--- config.mk ---
export PLATFORM = sky130hd
export DESIGN_NAME = uart_apb_master_arb
export DESIGN_NICKNAME = d
export VERILOG_FILES = /design/src/rtl/uart_apb_master_arb.sv
export SDC_FILE = /design/constraint.sdc
export NUM_CORES = 1
export LEC_CHECK = 0
export ABC_CLOCK_PERIOD_IN_PS = 2000
export CAP_MARGIN = 20
export CORE_ASPECT_RATIO = 0.6
export CORE_MARGIN = 8
export CORE_UTILIZATION = 33
export DETAILED_ROUTE_END_ITERATION = 6
export GPL_TIMING_DRIVEN = 0
export PLACE_DENSITY = 0.78
export REMOVE_ABC_BUFFERS = 1
export SYNTH_ARGS = -nofsm -noshare
export SYNTH_HDL_FRONTEND = slang
export SYNTH_SLANG_ARGS = --single-unit
--- constraint.sdc ---
create_clock -name pclk -period 2 [get_ports pclk]
set_input_delay 0.4 -clock pclk [delete_from_list [all_inputs] [get_ports pclk]]
set_output_delay 0.4 -clock pclk [all_outputs]
set_load 0.02 [all_outputs]
--- src/rtl/uart_apb_master_arb.sv ---
// Two-requester APB master in front of one UART APB slave port.
// Round-robin grant, SETUP/ACCESS sequencing and a bounded wait for pready.
module uart_apb_master_arb #(
    parameter int ADDR_W  = 32,
    parameter int DATA_W  = 32,
    parameter int TIMEOUT = 16
) (
    input  logic                pclk,
    input  logic                preset_n,
    input  logic                req0_valid,
    input  logic                req0_write,
    input  logic [ADDR_W-1:0]   req0_addr,
    input  logic [DATA_W-1:0]   req0_wdata,
    input  logic [DATA_W/8-1:0] req0_strb,
    output logic                req0_done,
    output logic                req0_err,
    output logic [DATA_W-1:0]   req0_rdata,
    input  logic                req1_valid,
    input  logic                req1_write,
    input  logic [ADDR_W-1:0]   req1_addr,
    input  logic [DATA_W-1:0]   req1_wdata,
    input  logic [DATA_W/8-1:0] req1_strb,
    output logic                req1_done,
    output logic                req1_err,
    output logic [DATA_W-1:0]   req1_rdata,
    output logic                psel,
    output logic                penable,
    output logic                pwrite,
    output logic [ADDR_W-1:0]   paddr,
    output logic [DATA_W-1:0]   pwdata,
    output logic [DATA_W/8-1:0] pstrb,
    input  logic                pready,
    input  logic                pslverr,
    input  logic [DATA_W-1:0]   prdata,
    output logic                busy
);

    localparam int STRB_W = DATA_W / 8;
    localparam int CNT_W  = (TIMEOUT > 0) ? $clog2(TIMEOUT + 1) : 1;
    localparam logic [CNT_W-1:0] TMO_LAST = (TIMEOUT > 0) ? CNT_W'(TIMEOUT - 1) : '0;

    typedef enum logic [1:0] {
        ST_IDLE   = 2'd0,
        ST_SETUP  = 2'd1,
        ST_ACCESS = 2'd2
    } state_t;

    state_t              state_q, state_d;
    logic                grant_q, grant_d;
    logic                last_grant_q, last_grant_d;
    logic                psel_q, psel_d;
    logic                penable_q, penable_d;
    logic                pwrite_q, pwrite_d;
    logic [ADDR_W-1:0]   paddr_q, paddr_d;
    logic [DATA_W-1:0]   pwdata_q, pwdata_d;
    logic [STRB_W-1:0]   pstrb_q, pstrb_d;
    logic [CNT_W-1:0]    cnt_q, cnt_d;

    logic                tmo_hit_s;
    logic                xfer_done_s;
    logic                xfer_err_s;
    logic                arb_pick_s;

    // Timeout detection, completion and round-robin pick
    always_comb begin
        if ((TIMEOUT != 0) && (state_q == ST_ACCESS) && !pready && (cnt_q == TMO_LAST)) begin
            tmo_hit_s = 1'b1;
        end else begin
            tmo_hit_s = 1'b0;
        end
        xfer_done_s = (state_q == ST_ACCESS) && (pready || tmo_hit_s);
        xfer_err_s  = (pslverr & pready) | tmo_hit_s;
        if (req0_valid && req1_valid) begin
            arb_pick_s = ~last_grant_q;
        end else if (req1_valid) begin
            arb_pick_s = 1'b1;
        end else begin
            arb_pick_s = 1'b0;
        end
    end

    // Next-state logic; APB fields are captured from the winner only in IDLE
    always_comb begin
        state_d      = state_q;
        grant_d      = grant_q;
        last_grant_d = last_grant_q;
        psel_d       = psel_q;
        penable_d    = penable_q;
        pwrite_d     = pwrite_q;
        paddr_d      = paddr_q;
        pwdata_d     = pwdata_q;
        pstrb_d      = pstrb_q;
        cnt_d        = cnt_q;
        case (state_q)
            ST_IDLE: begin
                if (req0_valid || req1_valid) begin
                    state_d      = ST_SETUP;
                    grant_d      = arb_pick_s;
                    last_grant_d = arb_pick_s;
                    psel_d       = 1'b1;
                    if (arb_pick_s) begin
                        pwrite_d = req1_write;
                        paddr_d  = req1_addr;
                        pwdata_d = req1_wdata;
                        pstrb_d  = req1_write ? req1_strb : {STRB_W{1'b0}};
                    end else begin
                        pwrite_d = req0_write;
                        paddr_d  = req0_addr;
                        pwdata_d = req0_wdata;
                        pstrb_d  = req0_write ? req0_strb : {STRB_W{1'b0}};
                    end
                end else begin
                    state_d = ST_IDLE;
                end
            end
            ST_SETUP: begin
                state_d   = ST_ACCESS;
                penable_d = 1'b1;
                cnt_d     = '0;
            end
            ST_ACCESS: begin
                if (xfer_done_s) begin
                    state_d   = ST_IDLE;
                    psel_d    = 1'b0;
                    penable_d = 1'b0;
                end else begin
                    cnt_d = cnt_q + CNT_W'(1);
                end
            end
            default: begin
                state_d   = ST_IDLE;
                psel_d    = 1'b0;
                penable_d = 1'b0;
            end
        endcase
    end

    // State and APB register bank
    always_ff @(posedge pclk or negedge preset_n) begin
        if (!preset_n) begin
            state_q      <= ST_IDLE;
            grant_q      <= 1'b0;
            last_grant_q <= 1'b1;
            psel_q       <= 1'b0;
            penable_q    <= 1'b0;
            pwrite_q     <= 1'b0;
            paddr_q      <= '0;
            pwdata_q     <= '0;
            pstrb_q      <= '0;
            cnt_q        <= '0;
        end else begin
            state_q      <= state_d;
            grant_q      <= grant_d;
            last_grant_q <= last_grant_d;
            psel_q       <= psel_d;
            penable_q    <= penable_d;
            pwrite_q     <= pwrite_d;
            paddr_q      <= paddr_d;
            pwdata_q     <= pwdata_d;
            pstrb_q      <= pstrb_d;
            cnt_q        <= cnt_d;
        end
    end

    // Completion is steered to the granted requester in the finishing ACCESS cycle
    always_comb begin
        req0_done = xfer_done_s & ~grant_q;
        req1_done = xfer_done_s & grant_q;
        req0_err  = req0_done & xfer_err_s;
        req1_err  = req1_done & xfer_err_s;
        if (req0_done) begin
            req0_rdata = prdata;
        end else begin
            req0_rdata = '0;
        end
        if (req1_done) begin
            req1_rdata = prdata;
        end else begin
            req1_rdata = '0;
        end
    end

    assign psel    = psel_q;
    assign penable = penable_q;
    assign pwrite  = pwrite_q;
    assign paddr   = paddr_q;
    assign pwdata  = pwdata_q;
    assign pstrb   = pstrb_q;
    assign busy    = (state_q != ST_IDLE);

endmodule

# Word-level counts from Yosys, hierarchy flattened
# Index checks and enable logic that the tools add are counted.
[word_totals] memories=0 ram_bits=0 out_inout_bits=140 inputBits=176 elab_cells=61 latch_bits=0 register_bits=80 romBits=0
[classes] add_sub_neg=1 eq_ne=6 shift=0 n_mul=0 n_reduce_logical=14 bitwise=10 div=0 order_cmp=0 mux=20
[op_table] operator="32-bit 2-to-1 mux" count=4
[op_table] operator="4-bit 2-to-1 mux" count=3
[op_table] operator="5-bit one-hot mux with 2 select lines" count=1
[op_table] operator="1-bit 2-to-1 mux" count=7
[op_table] operator="2-bit inequality test (second input constant)" count=3
[op_table] operator="1-bit one-hot mux with 3 select lines" count=2
[op_table] operator="2-bit one-hot mux with 3 select lines" count=1
[op_table] operator="2-bit AND reduction" count=3
[op_table] operator="5-bit by 1-bit adder with 5-bit output (second input constant)" count=1
[op_table] operator="1-bit bitwise AND" count=5
[op_table] operator="5-bit by 4-bit equality test with 1-bit output (second input constant)" count=1
[op_table] operator="5-bit 2-to-1 mux" count=1
[op_table] operator="1-bit logical AND" count=4
[op_table] operator="1-bit NOT" count=4
[op_table] operator="2-bit nonzero test" count=2
[op_table] operator="3-bit AND reduction" count=1
[op_table] operator="2-bit by 1-bit equality test with 1-bit output (second input constant)" count=1
[op_table] operator="2-bit equality test (second input constant)" count=1
[op_table] operator="2-bit zero test" count=1
[op_table] operator="1-bit logical OR" count=2
[op_table] operator="2-bit 2-to-1 mux" count=1
[op_table] operator="1-bit zero test" count=1
[op_table] operator="1-bit bitwise OR" count=1

# Longest topological paths before layout
[logic_depth] word_depth=8 ltp_mapped=7 ltp_nobuf=6

# Worst setup path after synthesis
# Ideal clock, no wire load.
[synth_timing] path_type="register -> output" startpoint="reg cnt_q[0]" endpoint="out req0_rdata[22]" t_arrival_ns=1.734 n_path_buf=1 stages_incl_launch_ff=8 slack_ns=-0.134 required_time_ns=1.600 path_cell_list="dfrtp_1 ha_1 and3_1 ha_1 nor2_2 nor3_4 buf_2 and2_1"
[synth_via] elab_chain_len=7
[synth_lines] element="start: declaration" line="57" rtl="logic [CNT_W-1:0] cnt_q, cnt_d;"
[synth_lines] element="start signal: assignment" line="161" rtl="cnt_q <= cnt_d;"
[synth_lines] element="5-bit by 4-bit equality test with 1-bit output" line="66" rtl="if ((TIMEOUT != 0) && (state_q == ST_ACCESS) && !pready && (cnt_q == TMO_LAST)) begin"
[synth_lines] element="1-bit logical AND" line="66"
[synth_lines] element="1-bit 2-to-1 mux" line="66"
[synth_lines] element="1-bit logical OR" line="71" rtl="xfer_done_s = (state_q == ST_ACCESS) && (pready || tmo_hit_s);"
[synth_lines] element="1-bit logical AND" line="71"
[synth_lines] element="1-bit bitwise AND" line="167" rtl="req0_done = xfer_done_s & ~grant_q;"
[synth_lines] element="net req0_done" line="15" rtl="output logic req0_done,"
[synth_lines] element="32-bit 2-to-1 mux" line="171" rtl="if (req0_done) begin"
[synth_lines] element="end: declaration" line="17" rtl="output logic [DATA_W-1:0] req0_rdata,"
# The timed path passes the listed nets, and every way through them passes these cells.

# Worst setup path after layout
[layout_timing] startpoint="reg cnt_q[0]" endpoint="out req1_rdata[28]"
[layout_via] elab_chain_len=7
[layout_lines] element="5-bit by 4-bit equality test with 1-bit output" line="66"
[layout_lines] element="1-bit logical AND" line="66"
[layout_lines] element="1-bit 2-to-1 mux" line="66"
[layout_lines] element="1-bit logical OR" line="71"
[layout_lines] element="1-bit logical AND" line="71"
[layout_lines] element="1-bit bitwise AND" line="168" rtl="req1_done = xfer_done_s & grant_q;"
[layout_lines] element="32-bit 2-to-1 mux" line="176" rtl="if (req1_done) begin"
[layout_lines] element="end: declaration" line="25" rtl="output logic [DATA_W-1:0] req1_rdata,"
# No other way between the ends.

==> summary.txt <==
Run status
  – Status: finished, violations left
  – Failing checks: negative setup slack

STA
  – Relative slew margins: 38.2%
  – Fin crit period: 2.51 ns
  – Fin. Hold Viols: 0
  – Hold slack: 0.477 ns
  – Unrepaired setup endpoints after global routing: yes
  – Final setup TNS: -29.04 ns
  – Post-route clock period utilization: 125%
  – Worst slew pin tran: 0.926 ns
  – Clock skew: 0.00920 ns
  – Endpoints failing setup: 71
  – Fmax: 0.398 GHz
  – Max-slew violation count: 0
  – Final setup margin: -0.510 ns

Cells and area
  – Diode count: 0
  – Most frequent cells in the layout: clkdlybuf4s50_1 (245), nand2_1 (132), buf_6 (78)
  – Seq. cell area: 2010 µm²
  – Final nets: 1011
  – Share of layout cells above drive strength 1: 31.8%
  – Commonest non-fill, non-tap cell in the layout: clkdlybuf4s50_1
  – Multi-input gate area: 2710 µm²
  – Fin cells: 1029
  – Fin area: 8960 µm²
  – Filler cells: 1054
  – Area growth, synth to finish: 91.6%
  – Core Util, Final: 65.2%

Synth
  – Post-synthesis cell type count: 38
  – Mapped Cells: 513
  – Ys async rst share: 100%
  – Register area share after synthesis: 42.8%
  – Synth Flop Type: dfrtp_1
  – Syn Std Cell Area: 4680 µm²
  – Post-synth EDFFs: 0
  – Syn Area/Cell: 9.11 µm²
  – Synth warn: 0
  – Flops & latches, synth: 80

Critical path
  – Slowest stage delay, CP: 0.40 ns
  – Crit path cell chain: ha_4, and3_4, ha_4, nor2_4, buf_6, nor3_4, clkbuf_16, and2_4, buf_6
  – Critical R2R Launch: cnt_q[0]
  – Data arrival, critical path: 2.11 ns
  – Slowest CP cell: dfrtp_1
  – Worst-path fanout max: 8
  – Crit path launch type: register
  – Crit path buf inv count: 3
  – Critical path launch point: cnt_q[0]
  – Worst path top cell family by delay: simple AND/OR/NAND/NOR gates
  – Worst Path Required: 1.60 ns
  – Crit path capture type: output port
  – Crit Path Category: register to output port

Power and ir drop
  – Leak Pwr: 3.69 nW
  – Peak supply drop: 734 µV
  – Cell area power density: 1310 nW/µm²

Clock network
  – Root Buffer Master: clkbuf_16
  – Num Clock Sinks: 80
  – CTS clk-pin slew, worst paths: 0.06 ns
  – Worst-case clock buffer depth: 2
  – Clk Latency, worst-skew pair: 0.33 ns
  – CTS tree: built
  – Num CTS Buffers: 9
  – H-Tree Depth: 3

Detailed routing
  – Total wire length: 21.9 mm
  – DR vias: 5228
  – Post-route DRC: 0
  – Drt first pass iters: 4
  – Detail Route Antenna Nets: 0
  – Routed len/inst: 21.2 µm
  – First DRT Iteration DRCs: 409
  – Via/cell ratio: 5.08

Placement
  – Port Buffers: 315
  – RD Place Congestion: 0.818
  – Placed Area: 7960 µm²
  – Placed cells: 980
  – DP HPWL: 14.4 mm

Hold path
  – Worst hold start: psel
  – Hold Crit Class: register to register

Global routing
  – GR Util All Layers: 22.7%
  – Grt total ovfl: 0
  – Global-route wire length before repair: 32.6 mm
  – Initial antenna violation count: 0
  – Largest net degree at the start of global routing: 65
  – Vias in the first global route: 5624

Flow run
  – Maxcap violations: 0

Floorplanning
  – Core ar.: 13700 µm²
  – Die height: 108 µm
  – Chip width: 170 µm
  – Die area: 18400 µm²
  – Initial Util: 34.0%
  – Row count: 33
  – IO Count: 316
## cell type report
type,instances,share of cell area [%]
clock buffer,10,2.67
clock inverter,5,0.908
inverter,5,0.209
multi-input combinational,388,30.2
sequential,80,22.4
tap,192,2.68
timing repair buffer,349,40.9
## Yosys cell counts (2+ instances only)
library cell | instances | area share (%)
and3_1 | 2 | 0.27
nand3_1 | 10 | 1.1
a31oi_1 | 11 | 1.5
clkbuf_1 | 25 | 2.0
buf_6 | 8 | 1.9
nor2_1 | 3 | 0.24
nor3_1 | 2 | 0.21
and2_1 | 64 | 8.6
nor3_4 | 2 | 0.70
or2_1 | 2 | 0.27
inv_1 | 5 | 0.40
a21oi_1 | 71 | 7.6
o21ai_1 | 2 | 0.21
buf_4 | 2 | 0.32
buf_2 | 11 | 1.2
a31oi_2 | 59 | 16
mux2_1 | 2 | 0.48
nand2_1 | 132 | 11
nand2b_1 | 2 | 0.27
dfrtp_1 | 79 | 42
ha_1 | 2 | 0.54
## layer usage
layer | wire length [µm] | up-vias | track usage (%)
met5 | 0 | - | 0
met4 | 328 | 0 | 5.53
met3 | 2390 | 28 | 8.80
met2 | 11100 | 256 | 39.9
met1 | 8030 | 2528 | 25.7
li1 | - | 2416 | -
## report_power, final
| part | internal [mW] | switching (mW) | leakage (nW) |
|---|---|---|---|
| Combinational | 3.20 | 3.78 | 2.63 |
| Sequential | 2.43 | 0.527 | 0.910 |
| Clock | 1.12 | 0.661 | 0.155 |
| Total | 6.75 | 4.97 | 3.69 |
## cells by family after synthesis
kind of cell	Yosys count	share of synthesized area [%]
muxes	3	0.696
buffers and inverters	51	5.83
adders and majority gates	2	0.535
and+or+nand+nor	224	23.1
AOI/OAI and AO/OA	153	27.0
DFF	80	42.8
## final timing paths
| check | endpoint | slack, ns | cells after the start |
|---|---|---|---|
| min in group asynchronous | pwdata[12] | 0.50 | 2 |
| hold / removal | psel | 0.48 | 1 |
| setup / recovery | req1_rdata[28] | -0.51 | 9 |
| setup reg to reg | cnt_q[0] | -0.15 | 8 |
| hold reg to reg | psel | 0.48 | 1 |
| max in group asynchronous | state_q[1] | 0.87 | 3 |
## flip-flops by register name (all words and copies together), names as in the netlist
name          flops
pwdata           32
last_grant_q      1
paddr            32
grant_q           1
pstrb             4
psel              1
penable           1
state_q           2
cnt_q             5
pwrite            1
## through the flow
stage | worst slack [ns] | power [mW]
final | -0.510 | 11.7
after global routing | -0.593 | 12.4
after CTS | -0.461 | 11.6
after detailed placement | -1.13 | 9.23
after global placement | -2.47 | 8.95
after floorplan | -0.776 | 6.16
## timing repair
action / in CTS / in global routing
resized for setup: 485 / 23
buffers inserted: 21 / 5
pin swaps: 55 / 17
hold buffers: 1 / 0
hold endpoints to repair: 15 / 0
setup endpoints to repair: 143 / 109
gates cloned: 8 / 1
## worst reg2reg max path, stage by stage, from the launching register on
cell     delay, ns
dfrtp_1       0.41
ha_4          0.18
and3_4        0.18
ha_4          0.17
buf_4         0.13
buf_6         0.11
or2_4         0.28
o21ai_4       0.23
mux2_4        0.33
Note: power is estimated with default switching activity, not from simulation.
==> edit 1 (same flow settings) <==
Encoding of `state_t`: now one-hot (3 bits for 3 states).
--- a/src/rtl/uart_apb_master_arb.sv
+++ b/src/rtl/uart_apb_master_arb.sv
@@ -39,10 +39,10 @@
     localparam int CNT_W  = (TIMEOUT > 0) ? $clog2(TIMEOUT + 1) : 1;
     localparam logic [CNT_W-1:0] TMO_LAST = (TIMEOUT > 0) ? CNT_W'(TIMEOUT - 1) : '0;
 
-    typedef enum logic [1:0] {
-        ST_IDLE   = 2'd0,
-        ST_SETUP  = 2'd1,
-        ST_ACCESS = 2'd2
+    typedef enum logic [2:0] {
+        ST_IDLE   = 3'b001,
+        ST_SETUP  = 3'b010,
+        ST_ACCESS = 3'b100
     } state_t;
 
     state_t              state_q, state_d;
Function: same outputs for any inputs over 4 cycles, from zero or initial values and one cycle with preset_n low; so few cycles prove little.
==> edit 1 against the unedited design <==
- total power is 7.3% lower
- the flow still finishes with violations (negative setup slack)
- sequential cell count is 1 higher
- clock skew is 1.4 ps higher
- synthesized cell count is 0.58% higher
- non-clock buffer count is 52 higher
- critical path depth is 4 higher
- wire length is 9.6% higher
- design area is 1.1% higher
- register-to-register slack worse by 240 ps
- core utilization is 5.3 points higher
- synthesized area is 7.1% lower
- worst setup slack worse by 230 ps
- maximum frequency is 8.4% lower
==> edit 1: results <==
group,metric,value,unit
drt,drt_first_pass_iters,5,
drt,wl,23900,microns
drt,drt_iter0_drc,233,
timing,relSlewSlack,0.597,
timing,setup_ws,-740,ps
yosys,synth.distinct_cells,37,
timing,skew,10.6,ps
run_status,outcome,"complete, but fails checks",
yosys,syn_inst,516,
power_and_ir_drop,irDropWorstVdd,0.769,mV
yosys,synth_common_cells,"nand2_1 (131), dfrtp_1 (79), a21oi_1 (70), a31oi_1 (70), and2_1 (65)",
run_status,violations,"negative setup slack",
finish,fin_cells,1064,
worst_setup_path,ff2ff_setup_slack,-390,ps
placement,dp.cells,965,
global_routing,grt_first_pass_wirelength,33500,microns
worst_setup_path,cpMaxStageDelayCell,"dfrtp_1",
placement,gp_congestion,0.837,
yosys,seq_area_frac_synth,0.467,
finish,drive_above_1_share,0.296,
global_routing,antenna_found_initial,1,
drt,vias,5579,
worst_setup_path,crit_fanout,5,
global_routing,grt_max_degree,55,
yosys,synth-async-reset-ratio,1.00,
power_and_ir_drop,leakage,3.91,nW
worst_setup_path,arrival,2340,ps
power_and_ir_drop,p_sw,0.00457,W
finish,fillers,940,
timing,setup_viol,78,
placement,hpwlAfterDp,15400,microns
## edit 1: cell types whose count changed after synthesis, moves of 3 or more
cell and change:
a31oi_1 +59, mux2_4 +3, a31oi_2 -59, clkbuf_1 -5, buf_2 +13, buf_6 -8
## edit 1: area by class of cell
class | instances | area, sq um | area share
Sequential cell | 81 | 2030 | 0.224
Antenna cell | 1 | 2.50 | 0.000276
Inverter | 6 | 25.0 | 0.00276
Multi-Input combinational cell | 389 | 2390 | 0.264
Tap cell | 170 | 213 | 0.0235
Clock inverter | 5 | 41.3 | 0.00456
Clock buffer | 11 | 233 | 0.0257
Timing Repair Buffer | 401 | 4120 | 0.455
## edit 1: worst paths after layout
path                       depth (start not counted)                        to                 start
min                                                1          psel$_DFFE_PN0P_      psel$_DFFE_PN0P_
min in group asynchronous                          2      paddr[4]$_DFFE_PN0N_              preset_n
max                                               13            req0_rdata[10]  cnt_q[1]$_DFFE_PN0P_
min reg2reg                                        1          psel$_DFFE_PN0P_      psel$_DFFE_PN0P_
max in group asynchronous                          3  last_grant_q$_DFFE_PN1N_              preset_n
max reg2reg                                        8      cnt_q[1]$_DFFE_PN0P_  cnt_q[1]$_DFFE_PN0P_
## edit 1: per-layer routing
metal,GRT usage,wire [microns],part of all wire,vias up
li1,-,-,-,2535
met1,0.280,8810,0.37,2684
met2,0.429,11900,0.50,300
met3,0.0944,2380,0.099,60
met4,0.0788,856,0.036,0
met5,0,0,0,-
## edit 1: cell families (layout without fill, tap and decap cells)
group | after synthesis | in the layout | share of synthesized area
compound gates | 150 | 152 | 0.203
fa+ha+maj | 2 | 2 | 0.00576
buf+inv | 53 | 423 | 0.0548
flops | 81 | 81 | 0.467
mux | 5 | 5 | 0.0150
other cells | 0 | 1 | 0
simple gates | 225 | 230 | 0.254
## edit 1: metrics by stage
step | setup slack (ps) | cell area [sq um] | hold slack [ps] | util | setup TNS, ps
floorplan | -4410 | 4130 | 104 | - | -345430
global placement | -7950 | 7490 | 497 | 0.583 | -854960
detailed placement | -1160 | 7680 | 361 | 0.598 | -134930
CTS | -822 | 8690 | 518 | 0.676 | -33810
global route | -813 | 9060 | 541 | 0.705 | -46370
finish | -740 | 9060 | 515 | 0.705 | -40900
## edit 1: power by group through the flow
stage               Sequential (W)  Combinational (W)  Clock [W]
floorplan                  0.00378            0.00138          0
global placement           0.00262            0.00375          0
detailed placement         0.00300            0.00560          0
CTS                        0.00300            0.00604    0.00160
global route               0.00311            0.00674    0.00167
finish                     0.00302            0.00629    0.00156
## edit 1: repair_timing
| action | CTS | global route |
|---|---|---|
| resized for setup | 471 | 68 |
| endpoints found under the setup margin | 148 | 132 |
| cloned | 6 | 2 |
| hold buffers | 1 | 0 |
| endpoints found under the hold margin | 8 | 0 |
| setup buffers | 48 | 32 |
| pin swaps | 13 | 24 |
==> edit 2 (same flow settings) <==
Made on the original files. The parameter `TIMEOUT` goes from 16 to 64.
--- a/src/rtl/uart_apb_master_arb.sv
+++ b/src/rtl/uart_apb_master_arb.sv
@@ -3,7 +3,7 @@
 module uart_apb_master_arb #(
     parameter int ADDR_W  = 32,
     parameter int DATA_W  = 32,
-    parameter int TIMEOUT = 16
+    parameter int TIMEOUT = 64
 ) (
     input  logic                pclk,
     input  logic                preset_n,
Behaviour: same outputs for any inputs over 4 cycles, from zero or initial values and one cycle with preset_n low; that may be too few to reach the edited logic, so the function may still have changed.
==> edit 2 against the unedited design <==
- the flow still finishes with violations (negative setup slack)
- worst setup slack worse by 59 ps
- register-to-register slack improved by 340 ps
- sequential share of layout area is 1.6 points higher
- wire length is 8.4% lower
- design area is 4.5% lower
- total power down 7.3%
- die area is 7.6% lower
- global-route usage is 0.58 points lower
- synthesized area is 8.6% lower
- non-clock buffer count down 2
- sequential cell count rose by 2
- highest routed layer unchanged
==> edit 2: results <==
group,metric,value,unit
drt,drt_iter0_drc,325,
drt,wl_per_cell,19.7,microns
finish,nets,1020,
placement,hpwlAfterDp,13900,microns
timing,skew,8.94,ps
yosys,synth_fa_ha_area_frac,0.00293,
global_routing,globalRouteMet1Util,0.258,
global_routing,globalRouteMet2Util,0.378,
timing,setup_viol,68,
finish,fillers,995,
cts,cts_resized,479,
timing,relSlewSlack,0.651,
power_and_ir_drop,pwr-share-comb,0.553,
placement,dpl_cell_area,0.00753,sq mm
run_status,violations,"negative setup slack",
timing,final.setup.tns,-34670,ps
yosys,synth_compound_area_frac,0.144,
finish,multi_input_area,0.00228,sq mm
yosys,synth.distinct_cells,39,
cts,postCtsSetupRepairBufs,15,
worst_setup_path,r2r.worst_path.cells,7,
yosys,synth_common_cells,"nand2_1 (139), dfrtp_1 (81), a31oi_1 (72), nor2_1 (72), and2_1 (65)",
global_routing,grt_pass1_vias,5222,
timing,setup_ws,-569,ps
global_routing,grt_use_total,0.221,
finish,drive_above_1_share,0.237,
drt,viasPerCell,4.97,
min_path,hold_depth,1,
global_routing,grt_max_degree,88,
power_and_ir_drop,clkPwrFrac,0.171,
global_routing,grt_first_pass_wirelength,29800,microns
worst_setup_path,crit_end,"req1_rdata[15]",
drt,drt_first_pass_iters,5,
power_and_ir_drop,irDropWorstVdd,0.825,mV
worst_setup_path,ff2ff_setup_slack,190,ps
run_status,outcome,"complete, but fails checks",
yosys,ys_top_cells_by_area,"dfrtp_1 (47%), nand2_1 (12%), a31oi_1 (11%), and2_1 (9.5%), nor2_1 (6.3%)",
power_and_ir_drop,power_combinational,0.00601,W
global_routing,grtUsageMet3,0.0818,
placement,gp_congestion,0.803,
worst_setup_path,crit_fanout,6,
-- edit 2: cell types whose count changed after synthesis, sizes merged, moves of 4 or more --
cell / delta
nand2: +7
a21oi: -67
buf: -7
a211oi: +4
nor2: +67
-- edit 2: routing by layer --
layer / wire length, microns / vias up / share of wire
li1: - / 2395 / -
met1: 7950 / 2399 / 0.40
met2: 9700 / 244 / 0.48
met3: 2000 / 26 / 0.10
met4: 362 / 0 / 0.018
met5: 0 / - / 0
-- edit 2: stage by stage --
step / setup slack [ps] / hold WS (ps) / cells
floorplan: -1420 / 104 / 481
global placement: -2640 / 469 / 966
detailed placement: -1370 / 325 / 970
CTS: -506 / 488 / 1008
global route: -635 / 526 / 1018
finish: -569 / 490 / 1018
-- edit 2: layout make-up --
cell class / count / area share
Inverter: 3 / 0.00176
Clock buffer: 11 / 0.0272
Sequential cell: 82 / 0.240
Clock inverter: 5 / 0.0120
Timing Repair Buffer: 347 / 0.428
Tap cell: 170 / 0.0249
Multi-Input combinational cell: 400 / 0.266
